`src/rtl/twi_slave.sv`:
```
// twi_slave: I2C/TWI target with address match, register pointer and an
// auto-incrementing 8-bit register port; SDA is open-drain (pull-low only).
module twi_slave #(
  parameter logic [6:0] DEV_ADDR    = 7'h50,
  parameter int         SYNC_STAGES = 2
) (
  input  logic       clk,
  input  logic       rst,
  input  logic       scl_i,
  input  logic       sda_i,
  output logic       sda_oe,
  output logic [7:0] reg_addr,
  output logic [7:0] reg_wdata,
  output logic       reg_we,
  input  logic [7:0] reg_rdata,
  output logic       busy
);
  typedef enum logic [3:0] {
    S_IDLE, S_DEV_ADDR, S_DEV_ACK, S_REG_ADDR, S_REG_ACK,
    S_WR_DATA, S_WR_ACK, S_RD_DATA, S_RD_ACK, S_IGNORE
  } state_t;
  state_t state_q, state_d;
  logic [SYNC_STAGES-1:0] scl_sync_q, sda_sync_q;
  logic scl_prev_q, sda_prev_q;
  logic [3:0] cnt_q, cnt_d;
  logic [7:0] shift_q, shift_d, addr_q, addr_d, wdata_q, wdata_d;
  logic rw_q, rw_d, ack_q, ack_d, load_q, load_d;
  logic oe_q, oe_d, busy_q, busy_d, we_q, we_d;
  logic scl_s, sda_s, rise, fall, start, stop, in_byte;
  assign scl_s = scl_sync_q[SYNC_STAGES-1];
  assign sda_s = sda_sync_q[SYNC_STAGES-1];
  assign rise  = scl_s & ~scl_prev_q;
  assign fall  = ~scl_s & scl_prev_q;
  assign start = scl_s & scl_prev_q & sda_prev_q & ~sda_s;
  assign stop  = scl_s & scl_prev_q & ~sda_prev_q & sda_s;
  assign in_byte = state_q inside {S_DEV_ADDR, S_REG_ADDR, S_WR_DATA};
  assign sda_oe    = oe_q;
  assign reg_addr  = addr_q;
  assign reg_wdata = wdata_q;
  assign reg_we    = we_q;
  assign busy      = busy_q;
  always_ff @(posedge clk or posedge rst) begin
    if (rst) begin
      scl_sync_q <= '1;
      sda_sync_q <= '1;
      scl_prev_q <= 1'b1;
      sda_prev_q <= 1'b1;
      state_q    <= S_IDLE;
      cnt_q      <= 4'd0;
      shift_q    <= 8'h00;
      addr_q     <= 8'h00;
      wdata_q    <= 8'h00;
      rw_q       <= 1'b0;
      ack_q      <= 1'b1;
      load_q     <= 1'b0;
      oe_q       <= 1'b0;
      busy_q     <= 1'b0;
      we_q       <= 1'b0;
    end else begin
      scl_sync_q <= {scl_sync_q[SYNC_STAGES-2:0], scl_i};
      sda_sync_q <= {sda_sync_q[SYNC_STAGES-2:0], sda_i};
      scl_prev_q <= scl_s;
      sda_prev_q <= sda_s;
      state_q    <= state_d;
      cnt_q      <= cnt_d;
      shift_q    <= shift_d;
      addr_q     <= addr_d;
      wdata_q    <= wdata_d;
      rw_q       <= rw_d;
      ack_q      <= ack_d;
      load_q     <= load_d;
      oe_q       <= oe_d;
      busy_q     <= busy_d;
      we_q       <= we_d;
    end
  end
  always_comb begin
    state_d = state_q;
    cnt_d   = cnt_q;
    shift_d = shift_q;
    addr_d  = addr_q;
    wdata_d = wdata_q;
    rw_d    = rw_q;
    ack_d   = ack_q;
    load_d  = 1'b0;
    oe_d    = oe_q;
    busy_d  = busy_q;
    we_d    = 1'b0;
    if (start) begin
      state_d = S_DEV_ADDR;
      cnt_d   = 4'd0;
      oe_d    = 1'b0;
    end else if (stop) begin
      state_d = S_IDLE;
      cnt_d   = 4'd0;
      oe_d    = 1'b0;
      busy_d  = 1'b0;
    end else begin
      // read data for the freshly incremented pointer arrives one clk after the ACK edge
      if (load_q) begin
        shift_d = reg_rdata;
        oe_d    = ~reg_rdata[7];
      end
      if (rise && in_byte && cnt_q != 4'd8) begin
        shift_d = {shift_q[6:0], sda_s};
        cnt_d   = cnt_q + 4'd1;
        if (state_q == S_WR_DATA && cnt_q == 4'd7) begin
          we_d    = 1'b1;
          wdata_d = {shift_q[6:0], sda_s};
        end
      end
      case (state_q)
        S_DEV_ADDR: if (fall && cnt_q == 4'd8) begin
          cnt_d = 4'd0;
          if (shift_q[7:1] == DEV_ADDR) begin
            oe_d    = 1'b1;
            busy_d  = 1'b1;
            rw_d    = shift_q[0];
            state_d = S_DEV_ACK;
          end else begin
            busy_d  = 1'b0;
            state_d = S_IGNORE;
          end
        end
        S_DEV_ACK: if (fall) begin
          cnt_d   = 4'd0;
          shift_d = reg_rdata;
          oe_d    = rw_q ? ~reg_rdata[7] : 1'b0;
          state_d = rw_q ? S_RD_DATA : S_REG_ADDR;
        end
        S_REG_ADDR: if (fall && cnt_q == 4'd8) begin
          cnt_d   = 4'd0;
          addr_d  = shift_q;
          oe_d    = 1'b1;
          state_d = S_REG_ACK;
        end
        S_REG_ACK: if (fall) begin
          oe_d    = 1'b0;
          state_d = S_WR_DATA;
        end
        S_WR_DATA: if (fall && cnt_q == 4'd8) begin
          cnt_d   = 4'd0;
          oe_d    = 1'b1;
          state_d = S_WR_ACK;
        end
        S_WR_ACK: if (fall) begin
          oe_d    = 1'b0;
          addr_d  = addr_q + 8'd1;
          state_d = S_WR_DATA;
        end
        S_RD_DATA: if (fall) begin
          cnt_d   = cnt_q == 4'd7 ? 4'd0 : cnt_q + 4'd1;
          shift_d = {shift_q[6:0], 1'b0};
          oe_d    = cnt_q == 4'd7 ? 1'b0 : ~shift_q[6];
          state_d = cnt_q == 4'd7 ? S_RD_ACK : S_RD_DATA;
        end
        S_RD_ACK: begin
          if (rise) ack_d = sda_s;
          if (fall) begin
            cnt_d   = 4'd0;
            addr_d  = ack_q ? addr_q : addr_q + 8'd1;
            load_d  = ~ack_q;
            state_d = ack_q ? S_IGNORE : S_RD_DATA;
          end
        end
        default: ;
      endcase
    end
  end
endmodule
```
`config.mk`:
```
export PLATFORM = sky130hd
export DESIGN_NAME = twi_slave
export DESIGN_NICKNAME = d
export VERILOG_FILES = /design/src/rtl/twi_slave.sv
export SDC_FILE = /design/constraint.sdc
export NUM_CORES = 1
export LEC_CHECK = 0
export ABC_AREA = 1
export CAP_MARGIN = 20
export CORE_MARGIN = 1
export CORE_UTILIZATION = 60
export DETAILED_ROUTE_END_ITERATION = 7
export DONT_BUFFER_PORTS = 1
export PLACE_DENSITY = 0.76
export SLEW_MARGIN = 20
export SYNTH_ARGS = -nofsm -noshare
export SYNTH_HDL_FRONTEND = slang
export SYNTH_SLANG_ARGS = --single-unit
```
`constraint.sdc`:
```
create_clock -name clk -period 2 [get_ports clk]
set_input_delay 0.4 -clock clk [delete_from_list [all_inputs] [get_ports clk]]
set_output_delay 0.4 -clock clk [all_outputs]
set_load 0.005 [all_outputs]
```
* After elaboration in Yosys (flattened, before gate mapping)
Cells that the tools add are included.
** Word-level totals
- Flip-flop bits (word level) :: 44
- Output and inout bits :: 19
- Logic and storage cells :: 132
** Cells by class
- Add/subtract/negate cells :: 2
- Eq/ne operators :: 23
- Muxes and demuxes :: 56
- Bitwise gates (word level) :: 16
- Reduce and logical (&&, ||, !) cells :: 20
** Operator list (number)
- 4-bit 2-to-1 mux :: 19
- 8-bit 2-to-1 mux :: 8
- 4-bit one-hot mux with 7 select lines :: 1
- 8-bit one-hot mux with 3 select lines :: 1
- 1-bit 2-to-1 mux :: 23
- 4-bit by 3-bit equality test with 1-bit output (second input constant) :: 5
- 4-bit inequality test (second input constant) :: 4
- 8-bit one-hot mux with 2 select lines :: 1
- 4-bit by 3-bit inequality test with 1-bit output (second input constant) :: 3
- 4-bit one-hot mux with 3 select lines :: 1
- 1-bit NOT :: 9
- 9-bit nonzero test :: 1
- 8-bit by 1-bit adder with 8-bit output (second input constant) :: 1
- 4-bit by 2-bit equality test with 1-bit output (second input constant) :: 2
- 4-bit equality test (second input constant) :: 2
- 4-bit AND reduction :: 2
- 8-bit AND reduction :: 1
- 1-bit bitwise AND :: 7
- 7-bit equality test (second input constant) :: 1
- 7-bit AND reduction :: 1
- 2-bit inequality test (second input constant) :: 3
- 3-bit nonzero test :: 2
- 2-bit OR reduction :: 3
- 1-bit one-hot mux with 5 select lines :: 1
- 11 further kinds :: 15

* Depth between registers and ports, before layout
- Depth after elaboration :: 9
- Gate-level depth with buffers :: 11

* Worst setup path before layout
Ideal clock, no wire load.
- Kind :: register to register
- From :: reg scl_prev_q
- To :: reg shift_q[1]
- Library setup time :: 132 ps
- Data arrival time :: 1422 ps
- Required time :: 1868 ps
- Path slack :: 446 ps
- Cell stages (with the launch flop) :: 9
- Period minus slack after synthesis :: 1554 ps
- Cells stage by stage :: dfstp_2 > inv_1 > nor2_4 > inv_2 > clkbuf_2 > o21ai_0 > a21oi_1 > a21oi_1 > o21ai_1
** Between the ends
- Word-level cells in the longest chain between the ends :: 7
- Elaborated cells between the ends (all ways) :: 17
** Ends and longest elaborated chain
- start: declaration :: RTL line 24 : logic scl_prev_q, sda_prev_q;
- start signal: assignment :: RTL line 62 : scl_prev_q <= scl_s;
- 1-bit NOT :: RTL line 32 : assign rise = scl_s & ~scl_prev_q;
- 1-bit bitwise AND :: RTL line 32
- 1-bit logical AND (2 in series) :: RTL line 104 : if (rise && in_byte && cnt_q != 4'd8) begin
- 8-bit 2-to-1 mux :: RTL line 104
- 8-bit 2-to-1 mux (on tied branches) :: RTL line 151, 125
- 8-bit one-hot mux with 2 select lines :: RTL line 112 : case (state_q)
- end signal: assignment :: RTL line 66 : shift_q <= shift_d;
- end: declaration :: RTL line 26 : logic [7:0] shift_q, shift_d, addr_q, addr_d, wdata_q, wdata_d;
Parallel ways exist; a longest one is shown, timed or not.
A chain may end at the register's enable or synchronous reset.

* Final worst setup path
Ends and elaborated chain as after synthesis.

==> flow_summary.toml <==
[outcome]
status = "finished clean"

[critical_path]
worstSetupStartpointType = "register"
cp_data_required_time_ns = 2.19
cp-end-kind = "register"
crit_start = "scl_prev_q"
r2r-start = "scl_prev_q"
cp_max_fo = 25
worstPathArrival_ns = 1.96
path_class = "reg -> reg"

[detailed_routing]
vias = 2512
dr_wl_met3_um = 336
wirelength_mm = 6.34
topRoutingLayerUsed = "met4"
drc = 0
drt_first_pass_iters = 4
drtAntennaViolNets = 0
drt_iter0_drc = 222
wire_per_inst_um = 14.7
routed_via_density = 5.81
m1WireLength_mm = 2.87
met2_wirelength_mm = 3.04

[sta]
slew_headroom = 0.447
fmax_mhz = 564
hold_viol = 0
rsz0062_at_grt = "no"
drv_slew = 0
setup_viol = 0
fin_skew_ns = 0.00373
tightest_slew_ns = 0.825
tns_ns = 0
period_share = 0.887
period_minus_slack_ns = 1.77

[finish]
num-fill-cells = 391
layout.nets = 394
seqCellArea_um2 = 1110
final_common_cell = "nand2_1"
multiInputGateArea_um2 = 1440
fin_util = 0.671
most-common-layout-cells = "nand2_1 (90), dfrtp_1 (37), inv_1 (35), nor2_1 (35)"
n_antenna_cell = 0
synthToLayoutAreaGrowth_pct = 6.19
layout-drive-gt1-share = 0.132

[clocking]
h-tree-depth = 2
clockRootBuffer = "clkbuf_8"
cts_made_buffers = 5
cts_sinks = 44
cts_tree = "done"
clkTransAtPathRegs_ns = 0.09
clk_latency_ns = 0.30
clockBufferDepth = 2
post_cts_buffers = 0

[min_path]
hp-class = "in -> async"

[synth]
async_flop_share = 1.00
synth_ff_type = "dfrtp_1"
synth-edff-count = 0
syn_inst = 378
synth_area_per_cell_um2 = 7.37
synth_cell_types = 34
yosys_warnings = 0
ys_seq_elements = 44
yosysSeqAreaShare = 0.398
yosysTopAreaCell = "dfrtp_1"
netlist_top_cells_area = "dfrtp_1 (33%), nand2_1 (12%), dfstp_2 (6.6%)"
synth_nets = 393
yosysTopAreaCellShare = 0.332
syn_area_um2 = 2790

[placement]
dpl.hpwl_mm = 4.67
io_buffers = 0
place_congestion = 0.907

[global_routing]
grt_pass1_vias = 2423
antenna_found_initial = 0
grt_max_degree = 26
overflow = 0
grt_use_total = 0.284
grt_pass1_wl_mm = 11.2

[floorplan]
fp-row-count = 24
core_um2 = 4410
die_w_um = 70.2
die_h_um = 70.2
die_area_um2 = 4920
io_pins = 31
initial_core_util = 0.632

[power]
power_density_nw_per_um2 = 1380
pwr-share-seq = 0.351
p_leak_uw = 0.00144
ir_worst_vdd_mv = 0.966
internal_power_uw = 2230
combPwrFrac = 0.473
switching_power_uw = 1860
p_sw_frac = 0.455
clkPwrFrac = 0.176

[run]
drv_cap = 0
==> cell usage after synthesis, types with 4 or more instances <==
library cell,n
buf_6,4
nand4_1,5
a21oi_1,29
nand2_1,90
inv_1,36
dfrtp_1,37
o21ai_1,13
nand3_1,30
o21ai_2,8
nor2_1,35
o21ai_0,30
dfstp_2,7
inv_2,5
clkbuf_1,4
o211ai_1,9
==> per-layer routing <==
metal	track usage	vias to the layer above
met2	0.483	66
met5	0	-
met1	0.372	1180
met3	0.0519	10
met4	0.0756	0
li1	-	1256
==> registers in the layout, indices dropped and copies added (netlist names) <==
register	count
scl_sync_q	2
rw_q	1
state_q	4
reg_addr	8
load_q	1
cnt_q	4
reg_wdata	8
sda_prev_q	1
sda_sync_q	2
scl_prev_q	1
shift_q	8
busy	1
sda_oe	1
reg_we	1
ack_q	1
==> critical path, stage by stage (launching register included) <==
cell	delay [ns]
dfstp_2	0.54
inv_1	0.08
nor2_4	0.25
inv_2	0.22
o21ai_0	0.27
a21oi_1	0.11
a21oi_1	0.12
o21ai_1	0.07
==> repair_timing <==
action,in CTS,in global routing
resized for setup,0,1
setup endpoints to repair,0,3
hold endpoints to repair,0,0
hold buffers,0,0
==> per-stage QoR <==
step | setup slack (ns) | power (µW) | instance area (µm²) | std cells | hold WS [ns]
after global placement | 0.307 | 3310 | 2830 | 424 | 0.347
after global routing | 0.0457 | 4450 | 2960 | 432 | 0.0730
after floorplan | 0.446 | 2940 | 2790 | 378 | 0.345
after detailed placement | 0.221 | 3350 | 2830 | 424 | 0.350
final | 0.227 | 4090 | 2960 | 432 | 0.0432
after CTS | 0.144 | 4080 | 2960 | 432 | 0.0550
==> area by class of cell <==
| class | count | share of cell area |
|---|---|---|
| clock buffers | 6 | 0.0279 |
| clock inverters | 2 | 0.0131 |
| inverters | 41 | 0.0520 |
| multi-input cells | 281 | 0.486 |
| flip-flops and latches | 44 | 0.375 |
| well taps | 52 | 0.0220 |
| repair buffers | 6 | 0.0237 |
==> power groups by stage <==
stage          Combinational [µW]  Clock [µW]  Sequential, µW
2_1_floorplan                1580           0            1360
3_3_place_gp                 1870           0            1440
3_5_place_dp                 1900           0            1450
4_1_cts                      1910         735            1430
5_1_grt                      2200         769            1480
6_report                     1930         721            1440
==> kinds of logic after synthesis <==
group,count (synthesis),share of synthesized area
AO/OA/AOI/OAI,93,0.189
XOR/XNOR,5,0.0157
adder cells (fa/ha/maj),3,0.0135
buffers and inverters,53,0.0871
flip-flops,44,0.398
AND/OR/NAND/NOR,180,0.297
==> final timing paths <==
kind,end,slack (ns),cells past startpoint
worst min-delay path,load_q,0.04,1
worst min register to register,scl_sync_q[1],0.36,0
max in group asynchronous,scl_sync_q[0],1.35,2
min in group clk,sda_sync_q[0],0.09,0
worst max register to register,shift_q[1],0.23,7
worst max-delay path,shift_q[1],0.23,7
Note: power is estimated with default switching activity, not from simulation.
